[config.mk]
export PLATFORM = sky130hd
export DESIGN_NAME = sat_add_arbiter_flat
export DESIGN_NICKNAME = d
export VERILOG_FILES = /design/src/rtl/sat_arb_pkg.sv /design/src/rtl/sat_add_arbiter_if.sv /design/src/rtl/sat_add_unit.sv /design/src/rtl/sat_add_arbiter.sv /design/src/flat_wrapper.sv
export SDC_FILE = /design/constraint.sdc
export NUM_CORES = 1
export LEC_CHECK = 0
export ABC_AREA = 1
export CAP_MARGIN = 10
export CORE_MARGIN = 2
export CORE_UTILIZATION = 41
export DETAILED_ROUTE_END_ITERATION = 6
export MAX_ROUTING_LAYER = met4
export PLACE_DENSITY = 0.77
export SLEW_MARGIN = 0
export SYNTH_ARGS = -nofsm -noshare
export SYNTH_HDL_FRONTEND = slang
export SYNTH_SLANG_ARGS = --single-unit
[constraint.sdc]
create_clock -name clk -period 3.1 [get_ports clk]
set_input_delay 0.465 -clock clk [delete_from_list [all_inputs] [get_ports clk]]
set_output_delay 0.465 -clock clk [all_outputs]
set_load 0.02 [all_outputs]
[src/rtl/sat_arb_pkg.sv]
// Shared constants, types and helpers for the saturating-add arbiter.
package sat_arb_pkg;

    localparam int NREQ_DEF  = 4;
    localparam int WIDTH_DEF = 4;
    localparam int IDW_DEF   = $clog2(NREQ_DEF);

    // Value driven on res_sum when the addition overflows (default width).
    localparam logic [WIDTH_DEF-1:0] SAT_MAX = '1;

    // Output register occupancy.
    typedef enum logic {
        ST_EMPTY = 1'b0,
        ST_FULL  = 1'b1
    } out_state_t;

    // Requester-ID width. This is clamped to at least 1 bit.
    function automatic int id_width(input int n);
        return (n < 2) ? 1 : $clog2(n);
    endfunction

endpackage

[src/rtl/sat_add_arbiter_if.sv]
// Requester/result bus between the operand producers, the arbiter and the consumer.
interface sat_add_arbiter_if
    import sat_arb_pkg::*;
#(
    parameter int NREQ  = NREQ_DEF,
    parameter int WIDTH = WIDTH_DEF
);
    localparam int IDW = id_width(NREQ);

    logic [NREQ-1:0]       req;
    logic [NREQ*WIDTH-1:0] a_in;
    logic [NREQ*WIDTH-1:0] b_in;
    logic [NREQ-1:0]       gnt;
    logic                  res_valid;
    logic                  res_ready;
    logic [WIDTH-1:0]      res_sum;
    logic [IDW-1:0]        res_id;
    logic                  res_sat;

    // The arbiter side of the bus.
    modport slave (
        input  req, a_in, b_in, res_ready,
        output gnt, res_valid, res_sum, res_id, res_sat
    );

    // The producer/consumer side of the bus.
    modport master (
        output req, a_in, b_in, res_ready,
        input  gnt, res_valid, res_sum, res_id, res_sat
    );
endinterface

[src/rtl/sat_add_unit.sv]
// Combinational WIDTH-bit unsigned adder. It clamps to all ones on carry-out.
module sat_add_unit #(
    parameter int WIDTH = 4
) (
    input  logic [WIDTH-1:0] a,
    input  logic [WIDTH-1:0] b,
    output logic [WIDTH-1:0] sum,
    output logic             sat
);
    logic [WIDTH:0] ext_sum;

    // Add with one guard bit. The guard bit selects the clamped result.
    always_comb begin
        ext_sum = {1'b0, a} + {1'b0, b};
        sat     = ext_sum[WIDTH];
        sum     = ext_sum[WIDTH] ? {WIDTH{1'b1}} : ext_sum[WIDTH-1:0];
    end
endmodule

[src/rtl/sat_add_arbiter.sv]
// Round-robin arbiter in front of one shared saturating adder, with a
// single-entry valid/ready result register.
module sat_add_arbiter
    import sat_arb_pkg::*;
#(
    parameter int NREQ  = NREQ_DEF,
    parameter int WIDTH = WIDTH_DEF
) (
    input  logic              clk,
    input  logic              rst_n,
    sat_add_arbiter_if.slave  bus
);
    localparam int IDW = id_width(NREQ);
    localparam logic [IDW-1:0] LAST_RST = IDW'(NREQ - 1);

    logic [WIDTH-1:0] a_arr [NREQ];
    logic [WIDTH-1:0] b_arr [NREQ];

    logic [IDW-1:0]   last_reg;
    logic [IDW-1:0]   win_idx;
    logic             win_found;
    logic             accept;
    logic [NREQ-1:0]  gnt_comb;
    logic             transfer;
    logic             load;
    logic [WIDTH-1:0] add_sum;
    logic             add_sat;

    out_state_t       state_reg, state_next;
    logic [WIDTH-1:0] sum_reg;
    logic [IDW-1:0]   id_reg;
    logic             sat_reg;

    // Unpack the per-requester operand lanes.
    for (genvar gi = 0; gi < NREQ; gi++) begin : g_unpack
        assign a_arr[gi] = bus.a_in[gi*WIDTH +: WIDTH];
        assign b_arr[gi] = bus.b_in[gi*WIDTH +: WIDTH];
    end

    // Search for the first active request, starting one past the last winner.
    always_comb begin
        win_idx   = '0;
        win_found = 1'b0;
        for (int k = 0; k < NREQ; k++) begin
            if (!win_found && bus.req[(int'(last_reg) + 1 + k) % NREQ]) begin
                win_found = 1'b1;
                win_idx   = IDW'((int'(last_reg) + 1 + k) % NREQ);
            end
        end
    end

    // Issue a grant only when the result register can take a new value. The
    // grant is held off while in reset.
    always_comb begin
        accept   = (state_reg == ST_EMPTY) || bus.res_ready;
        gnt_comb = '0;
        if (win_found && accept && rst_n) begin
            gnt_comb = NREQ'(1) << win_idx;
        end
        transfer = |(bus.req & gnt_comb);
    end

    sat_add_unit #(.WIDTH(WIDTH)) u_add (
        .a   (a_arr[win_idx]),
        .b   (b_arr[win_idx]),
        .sum (add_sum),
        .sat (add_sat)
    );

    // Output register next state. It loads on a transfer and drains on ready.
    always_comb begin
        state_next = state_reg;
        load       = 1'b0;
        case (state_reg)
            ST_EMPTY: begin
                if (transfer) begin
                    state_next = ST_FULL;
                    load       = 1'b1;
                end
            end
            ST_FULL: begin
                if (bus.res_ready) begin
                    if (transfer) begin
                        load = 1'b1;
                    end else begin
                        state_next = ST_EMPTY;
                    end
                end
            end
            default: state_next = ST_EMPTY;
        endcase
    end

    // State, result payload and round-robin pointer registers.
    always_ff @(posedge clk or negedge rst_n) begin
        if (!rst_n) begin
            state_reg <= ST_EMPTY;
            sum_reg   <= '0;
            id_reg    <= '0;
            sat_reg   <= 1'b0;
            last_reg  <= LAST_RST;
        end else begin
            state_reg <= state_next;
            if (load) begin
                sum_reg <= add_sum;
                id_reg  <= win_idx;
                sat_reg <= add_sat;
            end
            if (transfer) begin
                last_reg <= win_idx;
            end
        end
    end

    assign bus.gnt       = gnt_comb;
    assign bus.res_valid = (state_reg == ST_FULL);
    assign bus.res_sum   = sum_reg;
    assign bus.res_id    = id_reg;
    assign bus.res_sat   = sat_reg;
endmodule

[src/flat_wrapper.sv]
// flat-port wrapper written by rule: the top's interface ports become plain ports
module sat_add_arbiter_flat import sat_arb_pkg::*;
#(
    parameter int NREQ  = NREQ_DEF,
    parameter int WIDTH = WIDTH_DEF
)
  (clk, rst_n, bus_req, bus_a_in, bus_b_in, bus_res_ready, bus_gnt, bus_res_valid, bus_res_sum, bus_res_id, bus_res_sat);
  sat_add_arbiter_if #(.NREQ(NREQ), .WIDTH(WIDTH)) bus_i ();
  input  logic clk;
  input  logic rst_n;
  input wire logic [$bits(bus_i.req)-1:0] bus_req;
  input wire logic [$bits(bus_i.a_in)-1:0] bus_a_in;
  input wire logic [$bits(bus_i.b_in)-1:0] bus_b_in;
  input wire logic [$bits(bus_i.res_ready)-1:0] bus_res_ready;
  output wire logic [$bits(bus_i.gnt)-1:0] bus_gnt;
  output wire logic [$bits(bus_i.res_valid)-1:0] bus_res_valid;
  output wire logic [$bits(bus_i.res_sum)-1:0] bus_res_sum;
  output wire logic [$bits(bus_i.res_id)-1:0] bus_res_id;
  output wire logic [$bits(bus_i.res_sat)-1:0] bus_res_sat;
  assign bus_i.req = bus_req;
  assign bus_i.a_in = bus_a_in;
  assign bus_i.b_in = bus_b_in;
  assign bus_i.res_ready = bus_res_ready;
  assign bus_gnt = bus_i.gnt;
  assign bus_res_valid = bus_i.res_valid;
  assign bus_res_sum = bus_i.res_sum;
  assign bus_res_id = bus_i.res_id;
  assign bus_res_sat = bus_i.res_sat;
  sat_add_arbiter #(.NREQ(NREQ), .WIDTH(WIDTH)) u_core (.clk(clk), .rst_n(rst_n), .bus(bus_i));
endmodule
* Yosys cells after proc, flatten, opt, wreduce, memory -nomap -nowiden
Index checks and enable logic that the tools add are counted.
** Operators by class
- Add/sub/neg operators :: 5
- Magnitude comparators :: 5
- Shift-type cells :: 1
- Muxes and demuxes :: 33
- Bitwise operators :: 7
- Reduce and logical (&&, ||, !) cells :: 14
** Operators by type and width (number)
- 32-bit by 3-bit adder with 32-bit output, second input constant :: 2
- 32-bit by 2-bit adder with 32-bit output, second input constant :: 1
- 4-bit 2-to-1 mux :: 6
- 4-bit binary-select mux with 2-bit select :: 2
- 3-bit by 4-bit less-than comparator with 1-bit output, second input constant :: 4
- 1-bit 2-to-1 mux :: 15
- 1-bit binary-select mux with 2-bit select :: 4
- 2-bit 2-to-1 mux :: 4
- 2-bit OR reduction :: 4
- 4-bit by 4-bit adder with 5-bit output :: 1
- 1-bit logical AND :: 5
- 4-bit AND :: 1
- 1-bit one-hot mux with 2 select lines :: 2
- 4-bit OR reduction :: 1
- 1-bit by 2-bit << shifter with 4-bit output, first input constant :: 1
- 2-bit by 1-bit adder with 3-bit output, second input constant :: 1
- 1-bit AND :: 3
- 3-bit greater-or-equal comparator, second input constant :: 1
- 1-bit zero test :: 3
- 2-bit NOT with 3-bit output :: 1
- 1-bit AND, first input constant :: 1
- 1-bit logical OR :: 1
- 1-bit NOT :: 1
** Storage, ports and cells
- Bits in registers :: 10
- Input port bits :: 39
- Output and inout bits :: 12
- Logic and storage cells :: 70

* Depth between registers and ports, before layout
Gate-level depths: netlist of the first run.
- Word-level depth :: 24
- Gate-level depth with buffers :: 21
- Depth with buffers taken out :: 19

* Cells and area by module
Synthesis of the first run repeated with hierarchy kept, for this count alone.
** Unflattened totals
- Cell total of the unflattened synthesis :: 210
- Area, all modules :: 1331.3 µm²
** Modules (own cells, without submodules)
- sat_add_arbiter :: instances 1, cells each 177, area an instance 1143.6 µm²
- sat_add_unit :: instances 1, cells each 33, area an instance 187.7 µm²

* Worst setup path after synthesis of the first run
No wires, ideal clock.
- Path kind :: reg2reg
- Start :: register u_core.last_reg[0]
- End :: register u_core.sum_reg[1], in the netlist u_core.bus.res_sum[1]
- Arrival :: 2.884 ns
- Slack :: 0.134 ns
- Stages on the path, launching flop included :: 19
- Period minus slack after synthesis :: 2.966 ns
- Cell sequence :: dfstp_2 -> buf_4 -> nand2_1 -> nand2_2 -> nand2_1 -> nand2_2 -> nand3_1 -> nor2_1 -> nor2_4 -> buf_6 -> nand3_1 -> nand2_1 -> nor2_1 -> ha_1 -> inv_1 -> fa_1 -> o31ai_1 -> inv_1 -> a31oi_1
** On the way
- Cells in the longest elaborated chain, start to end :: 22
- Elaborated cells between the ends (all ways) :: 48
- Classes of those cells :: add/sub: 5; shift: 1; mux: 31; bitwise: 2; reduce/logical: 9
** RTL lines
- start: declaration :: RTL line sat_add_arbiter.sv:19 : logic [IDW-1:0] last_reg;
- start signal: assignment :: RTL line sat_add_arbiter.sv:110 : last_reg <= win_idx;
- 2-bit by 1-bit adder with 3-bit output (*) :: RTL line sat_add_arbiter.sv:45, sat_add_arbiter.sv:47
- branches (longest 21 deep; another with 32-bit by 2-bit adder with 32-bit output)
- end signal: assignment :: RTL line sat_add_arbiter.sv:105 : sum_reg <= add_sum;
- end: declaration :: RTL line sat_add_arbiter.sv:30 : logic [WIDTH-1:0] sum_reg;
Mark *: on every way between the ends. The select of a mux whose other input is x is not followed.
A chain may end at the register's enable or synchronous reset.

* Final worst setup path of the first run
- Start :: register u_core.last_reg[0]
- End :: register u_core.sum_reg[3], in the netlist u_core.bus.res_sum[3]
The elaborated chain is that of the path after synthesis.

==> impl_metrics.toml, run 1 <==
[status]
outcome = "complete, but fails checks"
violations = "setup timing"

[floorplanning]
die_y_microns = 63.86
initial_core_util_pct = 43.34
die_area_sq_um = 4077
die_x_microns = 63.86
floorplan.io_pins = 51
coreArea_sq_um = 3390
rows = 21

[critical_path]
reg2reg_depth = 19
required_ns = 3.29
cp.arrival_ns = 3.41
r2r-end = "u_core.bus.res_sum[3]"
crit_path_end_kind = "flop"
cp_slowest_cell = "dfstp_2"
reg2reg_from = "u_core.last_reg[0]"
critPathKind = "flop to flop"
crit_path_max_fanout = 7
cpLargestDelayFamily = "simple AND/OR/NAND/NOR gates"
path_cells = "clkinvlp_4 > nand2_2 > nand2_4 > nand2_4 > nand2_4 > nor2_4 > nand3_4 > nand3_4 > nand2_8 > nand3_2 > nand2_2 > nor2_2 > ha_2 > inv_2 > fa_2 > o31ai_4 > buf_6 > nor2_1 > o21ai_1"
critPathBufInv = 3
slowest_delay_ns = 0.63
startpoint_type = "flop"
cpMostUsedCell = "nand2_4"
rrSetupSlack_ns = -0.12

[placement]
dpl.hpwl_microns = 3191
dp_cells = 350
gp_congestion = 0.8597
portBuffers = 50

[logic_synthesis]
synth-compound-area-share_pct = 5.792
synth_mux_area_share_pct = 0
synth_cell_types = 31
yosys.area_share.adder_pct = 4.770
ys_ff_latch = 10
ys.flop_type = "dfrtp_1"
synth_top_area_cell = "nand2_1"
synthSimpleGateAreaFrac_pct = 52.04
synth-seq-area-share_pct = 17.21
ys_async_sr_fraction_pct = 100.0
synth_xor_area_share_pct = 1.193
syn_area_sq_um = 1469
syn_avg_cell_area_sq_um = 6.045
synth_top_family_by_area = "simple AND/OR/NAND/NOR gates"
synth.most_common_cell = "nand2_1"
synth_top_cells_by_count = "nand2_1, inv_1, nand3_1"
synth.area.top_cells = "nand2_1, dfrtp_1, inv_1"
synth_nets = 287
yosysTopAreaCellShare_pct = 20.19
synth_edf_count = 0
syn_inst = 243
yosys_warnings = 0

[flow_run]
cap_viol_max_count = 0

[timing]
max_slew_margin_pct = 82.89
setup_tns_ns = -0.5508
worst_slew_pin_slew_ns = 0.2560
slew_violations = 0
rsz0062_at_grt = "yes"
fin_hold_ws_ns = 0.4816
finalClockSkew_ns = 0.006136
setup_ws_ns = -0.1203
fin_crit_sh_pct = 103.9
post-route-min-period_ns = 3.220
setup_viol = 5
finalHoldViolCount = 0
clock.fmax_mhz = 310.5

[route]
routedWlPerCell_microns = 13.29
routed-via-count = 1799
drt_wl_total_microns = 4799
first_pass_iters = 5
drt.antenna.violating_nets = 0
drc = 0
drt-initial-drc-count = 142
via_per_inst = 4.983

[grt]
grt_pass1_wl_microns = 6693
antenna_found_initial = 0
grt.overflow.total = 0
grt_pass1_vias = 1522
grt_start_max_net_pins = 13
grt_usage_pct = 20.30

[clocking]
cts_buffer_depth = 2
cts_inserted_buffers = 3
cts_tree = "done"
cts-root-buf = "clkbuf_4"
ctsHtreeMaxLevel = 1
worstSkewPairLatency_ns = 0.27
path_clk_slew_ns = 0.07
cts.sinks = 10

[worst_hold_path]
hold_depth = 2
hp-start = "u_core.bus.res_id[1]"
min_to = "u_core.bus.res_id[1]"
hp-class = "flop to flop"

[finish]
final_util_pct = 69.36
instances_no_fill = 361
largest_register_ffs = 4
seqCellArea_sq_um = 252.7
n_antenna_cell = 0
drive_gt1_share_pct = 28.57
multi_input_area_sq_um = 1077
area_growth_pct = 60.05
final_nets = 360
fillers = 272
-- how the worst max path moves through the flow --
| stage | end | start | slack (ns) | cells after the start |
|---|---|---|---|---|
| finish | u_core.bus.res_sum[3] | u_core.last_reg[0] | -0.12 | 19 |
| global route | u_core.bus.res_sat | u_core.last_reg[0] | -0.32 | 19 |
| CTS | u_core.bus.res_sat | u_core.last_reg[0] | 0.0004 | 21 |
| detailed placement | u_core.bus.res_sum[0] | bus_req[1] | -0.29 | 19 |
| global placement | u_core.bus.res_sum[1] | bus_req[1] | -0.17 | 19 |
| floorplan | u_core.bus.res_sum[1] | u_core.last_reg[0] | 0.13 | 18 |
-- worst reg2reg max path, cell delays in order (launching register included) --
cell and delay, ns:
dfstp_2 0.63, clkinvlp_4 0.19, nand2_2 0.13, nand2_4 0.07
nand2_4 0.08, nand2_4 0.05, nor2_4 0.15, nand3_4 0.12
nand3_4 0.16, nand2_8 0.11, nand3_2 0.08, nand2_2 0.07
nor2_2 0.13, ha_2 0.20, inv_2 0.04, fa_2 0.38
o31ai_4 0.27, buf_6 0.15, nor2_1 0.04, o21ai_1 0.12
-- logic make-up (layout without fill, tap and decap cells) --
family          count (synthesis)  count (layout)
fa+ha+maj                       5               5
simple gates                  157             157
buf+inv                        55             127
flops                          10              10
xor+xnor                        2               2
compound gates                 14              14
-- layout by cell type (no fill, tap or decap), drive strengths merged, types with 2 or more instances in the layout --
cell type and n:
clkinvlp 2, nand2 92, nor2 16, nor3 4, a21oi 3, nand3 29, clkbuf 4, inv 42
buf 33, dfrtp 8, dfstp 2, o21ai 7, clkdlybuf4s50 46, ha 4, nand4 15
-- cell type report --
type / count / area share, %
inverters: 43 / 7.025
multi-input cells: 178 / 45.82
well taps: 46 / 2.448
clock buffers: 4 / 1.543
flip-flops and latches: 10 / 10.75
repair buffers: 79 / 32.09
repair inverters: 1 / 0.3193
-- repair_timing --
item / 4_1_cts / 5_1_grt
gates resized for setup: 9 / 55
hold endpoints to repair: 0 / 0
hold buffers: 0 / 0
pin swaps: 2 / 20
cloned: 1 / 0
endpoints found under the setup margin: 9 / 9
setup buffers: 2 / 4
-- routing by layer --
layer	wire, microns	track usage (%)	part of all wire (%)
met1	2079	28.56	43
met2	2477	33.07	52
met3	226	0.7042	4.7
met4	16	3.261	0.33
met5	0	-	0
-- through the flow --
step | setup slack [ns] | area [sq um]
after detailed placement | -0.2907 | 2120
final | -0.1203 | 2351
after global placement | -0.1714 | 2120
after CTS | 0.0004392 | 2188
after global routing | -0.3154 | 2351
after floorplan | 0.1342 | 1469
Power of run 1 is not shown: default switching activity piles up to over one toggle a cycle in this logic, so the estimate is an artifact.
==> run 2: changes to the inputs <==
Settings changed: CORE_UTILIZATION 41 to 49, PLACE_DENSITY 0.77 to 0.86.
Clock period 3.1 ns to 3.8 ns, I/O delays scaled along.
==> impl_metrics.toml, run 2 (synthesis gave the netlist of run 1 again) <==
[finish]
n_antenna_cell = 0
drive_gt1_share_pct = 13.61
largest_register_ffs = 4
final_common_cell = "nand2_1"
area_growth_pct = 36.97
layout_common_cells = "nand2_1, clkdlybuf4s50_1, inv_1"
final_nets = 339
final_util_pct = 71.72

[floorplanning]
rows = 19
initial_core_util_pct = 52.36
coreArea_sq_um = 2805
die_x_microns = 58.75
floorplan.io_pins = 51
die_area_sq_um = 3452
die_y_microns = 58.75

[critical_path]
cp.depth = 13
cp.arrival_ns = 3.07
path_cells = "clkinvlp_4 > clkbuf_2 > nand2_1 > nand2_1 > nand2_2 > inv_1 > a21oi_1 > nand2_1 > inv_1 > nand2_1 > buf_4 > nor3_2 > clkdlybuf4s50_1"
crit_path_max_fanout = 11
r2r-end = "u_core.bus.res_sum[1]"
cpLargestDelayFamily = "buffers and inverters"
critPathBufInv = 6
startpoint_type = "flop"
cpMostUsedCell = "nand2_1"
rrSetupSlack_ns = 0.26
slowest_delay_ns = 0.63
reg2reg_depth = 19
required_ns = 3.23
cp_slowest_cell = "clkdlybuf4s50_1"
crit_path_end_kind = "output port"
reg2reg_from = "u_core.last_reg[0]"
cp-endpoint = "bus_gnt[1]"
crit_path_start = "u_core.last_reg[0]"
critPathKind = "flop to output port"

[timing]
setup_viol = 0
worst_slew_pin_slew_ns = 0.4549
finalHoldViolCount = 0
post-route-min-period_ns = 3.637
slew_violations = 0
clock.fmax_mhz = 275.0
finalClockSkew_ns = 0.001236
setup_tns_ns = 0
fin_crit_sh_pct = 95.71
max_slew_margin_pct = 69.60

[clocking]
ctsHtreeMaxLevel = 1
path_clk_slew_ns = 0.07
cts_tree = "done"
cts_buffer_depth = 2
cts.sinks = 10
cts-root-buf = "clkbuf_4"
worstSkewPairLatency_ns = 0.26
cts_inserted_buffers = 3

[grt]
grt_start_max_net_pins = 22
grt_pass1_vias = 1482
grt.overflow.total = 0
grt_pass1_wl_microns = 6272
grt_usage_pct = 23.70
antenna_found_initial = 0

[route]
via_per_inst = 5.228
drt_wl_total_microns = 4122
drc = 3
routed-via-count = 1699
routedWlPerCell_microns = 12.68
first_pass_iters = 6
drt.antenna.violating_nets = 0
drt-initial-drc-count = 59

[worst_hold_path]
hp-class = "flop to flop"

[status]
outcome = "complete, but fails checks"
violations = "DRC"

[placement]
dpl.hpwl_microns = 3094
gp_congestion = 0.8602
portBuffers = 50

[flow_run]
cap_viol_max_count = 0
[run 2: changes by cell type in the layout (fill, tap and decap cells not counted), sizes merged]
cell / delta
clkdlybuf4s50: +3
dlymetal6s2s: +1
buf: -25
clkbuf: +1
clkinvlp: -1
[run 2: worst min path at each step]
stage,startpoint,to,slack [ns],depth (start not counted)
2_1_floorplan,rst_n,u_core.bus.res_id[0],0.27,0
3_3_place_gp,u_core.bus.res_id[0],u_core.bus.res_id[0],0.47,2
3_5_place_dp,u_core.bus.res_id[0],u_core.bus.res_id[0],0.47,2
4_1_cts,u_core.bus.res_id[0],u_core.bus.res_id[0],0.49,2
5_1_grt,u_core.bus.res_id[0],u_core.bus.res_id[0],0.51,2
6_report,u_core.bus.res_id[1],u_core.bus.res_id[1],0.49,2
[run 2: what timing repair did]
action / in CTS / in global routing
endpoints found under the hold margin: 0 / 0
endpoints found under the setup margin: 0 / 7
setup buffers: 0 / 4
gates resized for setup: 0 / 4
hold buffers: 0 / 0
[run 2: final cells by class]
class	count	area, sq um
flip-flops and latches	10	252.7
clock buffers	4	36.28
multi-input cells	178	950.9
repair buffers	59	568.0
inverters	43	165.2
well taps	31	38.79
fillers	240	793.3
[run 2: routing by layer]
layer  share of wire [%]  vias up  track usage [%]
li1                    -      868                -
met1                  45      775            30.79
met2                  47       52            38.41
met3                 6.6        4            3.736
met4                0.56        0            6.169
met5                   0        -                -
[run 2: metrics by stage]
stage | instances | hold WS, ns | area (sq um) | setup slack (ns)
3_3_place_gp | 317 | 0.4713 | 1928 | 0.1180
6_report | 325 | 0.4867 | 2012 | 0.1631
4_1_cts | 321 | 0.4932 | 1964 | 0.08494
5_1_grt | 325 | 0.5085 | 2012 | -0.003322
3_5_place_dp | 317 | 0.4654 | 1928 | -0.04492
2_1_floorplan | 243 | 0.2744 | 1469 | 0.8342
[run 2: worst reg2reg max path, stage by stage (launching register included)]
cell	delay [ns]
dfstp_2	0.59
clkinvlp_4	0.17
clkbuf_2	0.19
nand2_1	0.12
nand3_1	0.10
nand2_2	0.13
nor2_4	0.06
nand3_4	0.07
nand2_2	0.07
nand2_4	0.19
nand2_4	0.16
nand3_1	0.10
nand2_1	0.08
nor2_1	0.11
ha_1	0.18
inv_1	0.06
fa_1	0.44
o31ai_4	0.34
inv_1	0.09
a31oi_1	0.20
Power of run 2 is left out for the same reason.
==> run 3: changes to the inputs <==
Settings changed: CORE_UTILIZATION 49 to 48, SYNTH_HIERARCHICAL set to 1.
==> impl_metrics.toml, run 3 <==
[logic_synthesis]
synth_xor_area_share_pct = 0
yosys_warnings = 6
yosysTopAreaCellShare_pct = 26.50
synth_top_area_cell = "nand2_1"
synth_top_cells_by_count = "nand2_1, nand3_1, nand2_2"
synth_mux_area_share_pct = 0
synth_top_family_by_area = "simple AND/OR/NAND/NOR gates"
synthSimpleGateAreaFrac_pct = 60.06
syn_inst = 210
synth.most_common_cell = "nand2_1"
ys.flop_type = "dfrtp_1"
synth_nets = 254
yosys.area_share.adder_pct = 5.263
syn_avg_cell_area_sq_um = 6.339
synth.area.top_cells = "nand2_1, dfrtp_1, nand2_2"
synth_edf_count = 0
syn_area_sq_um = 1331
ys_async_sr_fraction_pct = 100.0
synth-compound-area-share_pct = 2.538
synth_cell_types = 29
ys_ff_latch = 10
synth-seq-area-share_pct = 18.98

[critical_path]
crit_path_end_kind = "output port"
startpoint_type = "input pin"
cp.depth = 11
slowest_delay_ns = 0.63
reg2reg_from = "u_core/last_reg[0]"
required_ns = 3.23
reg2reg_depth = 21
cp.arrival_ns = 2.88
path_cells = "clkdlybuf4s50_1 > nand2_2 > nand2_2 > nand2_1 > nand2_1 > nor2_4 > nand3_2 > nand2_4 > nand2_4 > nor3_2 > clkdlybuf4s50_1"
rrSetupSlack_ns = 0.76
critPathKind = "input pin to output port"
critPathBufInv = 2
cpLargestDelayFamily = "simple AND/OR/NAND/NOR gates"
cp_slowest_cell = "clkdlybuf4s50_1"
crit_path_max_fanout = 20
r2r-end = "u_core/bus.res_sum[2]"

[finish]
final_common_cell = "nand2_1"
layout_common_cells = "nand2_1, clkdlybuf4s50_1, nand3_1"
area_growth_pct = 39.57
largest_register_ffs = 4
final_nets = 306
drive_gt1_share_pct = 20.69
n_antenna_cell = 0

[clocking]
ctsHtreeMaxLevel = 1
worstSkewPairLatency_ns = 0.26
path_clk_slew_ns = 0.06
cts-root-buf = "clkbuf_4"
cts.sinks = 10
post-cts-setup-buffers = 0
cts_buffer_depth = 2
ctsResizeCount = 0
hold_buffers = 0
cts_inserted_buffers = 3
cts_tree = "done"

[timing]
fin_crit_sh_pct = 90.84
rsz0062_at_grt = "no"
setup_tns_ns = 0
worst_slew_pin_slew_ns = 0.3319
finalHoldViolCount = 0
max_slew_margin_pct = 77.86
slew_violations = 0
clock.fmax_mhz = 289.7
post-route-min-period_ns = 3.452
finalClockSkew_ns = 0.003121
setup_viol = 0

[worst_hold_path]
min_to = "u_core/bus.res_sat"
hold_depth = 2
hp-class = "flop to flop"
hp-start = "u_core/bus.res_sat"

[grt]
gr-usage-met2_pct = 36.71
grt.busiest_layer = "met2"
antenna_found_initial = 0
use_met1_pct = 27.34
grt_pass1_vias = 1346
grt.overflow.total = 0
grt_start_max_net_pins = 21
grt_pass1_wl_microns = 5485
grt_usage_pct = 21.73
grt_util_met3_pct = 4.608

[status]
outcome = "completed"

[placement]
gp_congestion = 0.8282
portBuffers = 50
dpl.hpwl_microns = 2573

[floorplanning]
die_y_microns = 56.67
floorplan.io_pins = 51
rows = 19
initial_core_util_pct = 49.56
die_x_microns = 56.67
die_area_sq_um = 3211
coreArea_sq_um = 2686

[route]
drt.antenna.violating_nets = 0
drc = 0
routed-via-count = 1405
drt-initial-drc-count = 40
routedWlPerCell_microns = 11.17
via_per_inst = 4.812
first_pass_iters = 4
drt_wl_total_microns = 3261

[flow_run]
cap_viol_max_count = 0
run 3: changes by cell type after synthesis, sizes merged, moves of 2 or more:
cell / before / now
nand2: 92 / 124
o21ai: 7 / 3
nand4: 15 / 1
nand3: 29 / 27
buf: 11 / 6
nor2: 16 / 5
inv: 43 / 19
a21oi: 3 / 1
run 3: area by class of cell:
type	count	area [sq um]
clock buffer	4	36.28
fill	238	828.3
inverter	20	96.34
multi-input combinational	173	903.4
sequential	10	252.7
tap	31	38.79
timing repair buffer	54	530.5
run 3: worst max path at each step:
stage | startpoint | endpoint
final | bus_req[2] | bus_gnt[0]
after global routing | bus_req[2] | bus_gnt[3]
after CTS | bus_req[1] | bus_gnt[0]
after detailed placement | bus_req[1] | bus_gnt[0]
after global placement | bus_req[0] | bus_gnt[3]
after floorplan | u_core/last_reg[0] | u_core/bus.res_sum[2]
run 3: cell families after synthesis:
logic type	after synthesis
compound gates	6
buf+inv	27
simple gates	162
fa+ha+maj	5
flops	10
run 3: layer usage:
layer / wire, microns / part of all wire (%)
met3: 297 / 9.1
met1: 1517 / 47
met5: 0 / 0
met2: 1446 / 44
met4: 0 / 0
run 3: through the flow:
| step | cell area (sq um) | instances | hold WS (ns) | util (%) | setup slack (ns) |
|---|---|---|---|---|---|
| after floorplan | 1331 | 210 | 0.2744 | - | 1.125 |
| after global placement | 1822 | 288 | 0.4691 | 67.82 | 0.4126 |
| after detailed placement | 1822 | 288 | 0.4726 | 67.82 | 0.3499 |
| after CTS | 1858 | 292 | 0.4881 | 69.17 | 0.3343 |
| after global routing | 1858 | 292 | 0.5095 | 69.17 | 0.2182 |
| final | 1858 | 292 | 0.4831 | 69.17 | 0.3480 |
run 3: worst reg2reg max path, cell delays in order, from the launching register on:
cell	delay [ns]
dfstp_2	0.64
inv_6	0.09
nand2_1	0.08
nand2_2	0.07
nand2_1	0.08
nand2_2	0.07
nand2_2	0.08
nand2_4	0.06
nor2_4	0.09
nand2_4	0.13
nand2_4	0.30
nand2_2	0.07
nand2_1	0.06
nand2_1	0.05
nand2_1	0.07
ha_1	0.19
inv_1	0.06
fa_1	0.39
or2_1	0.22
nand3_1	0.08
nand2_1	0.05
nand2_1	0.06
Power of run 3 is left out for the same reason.
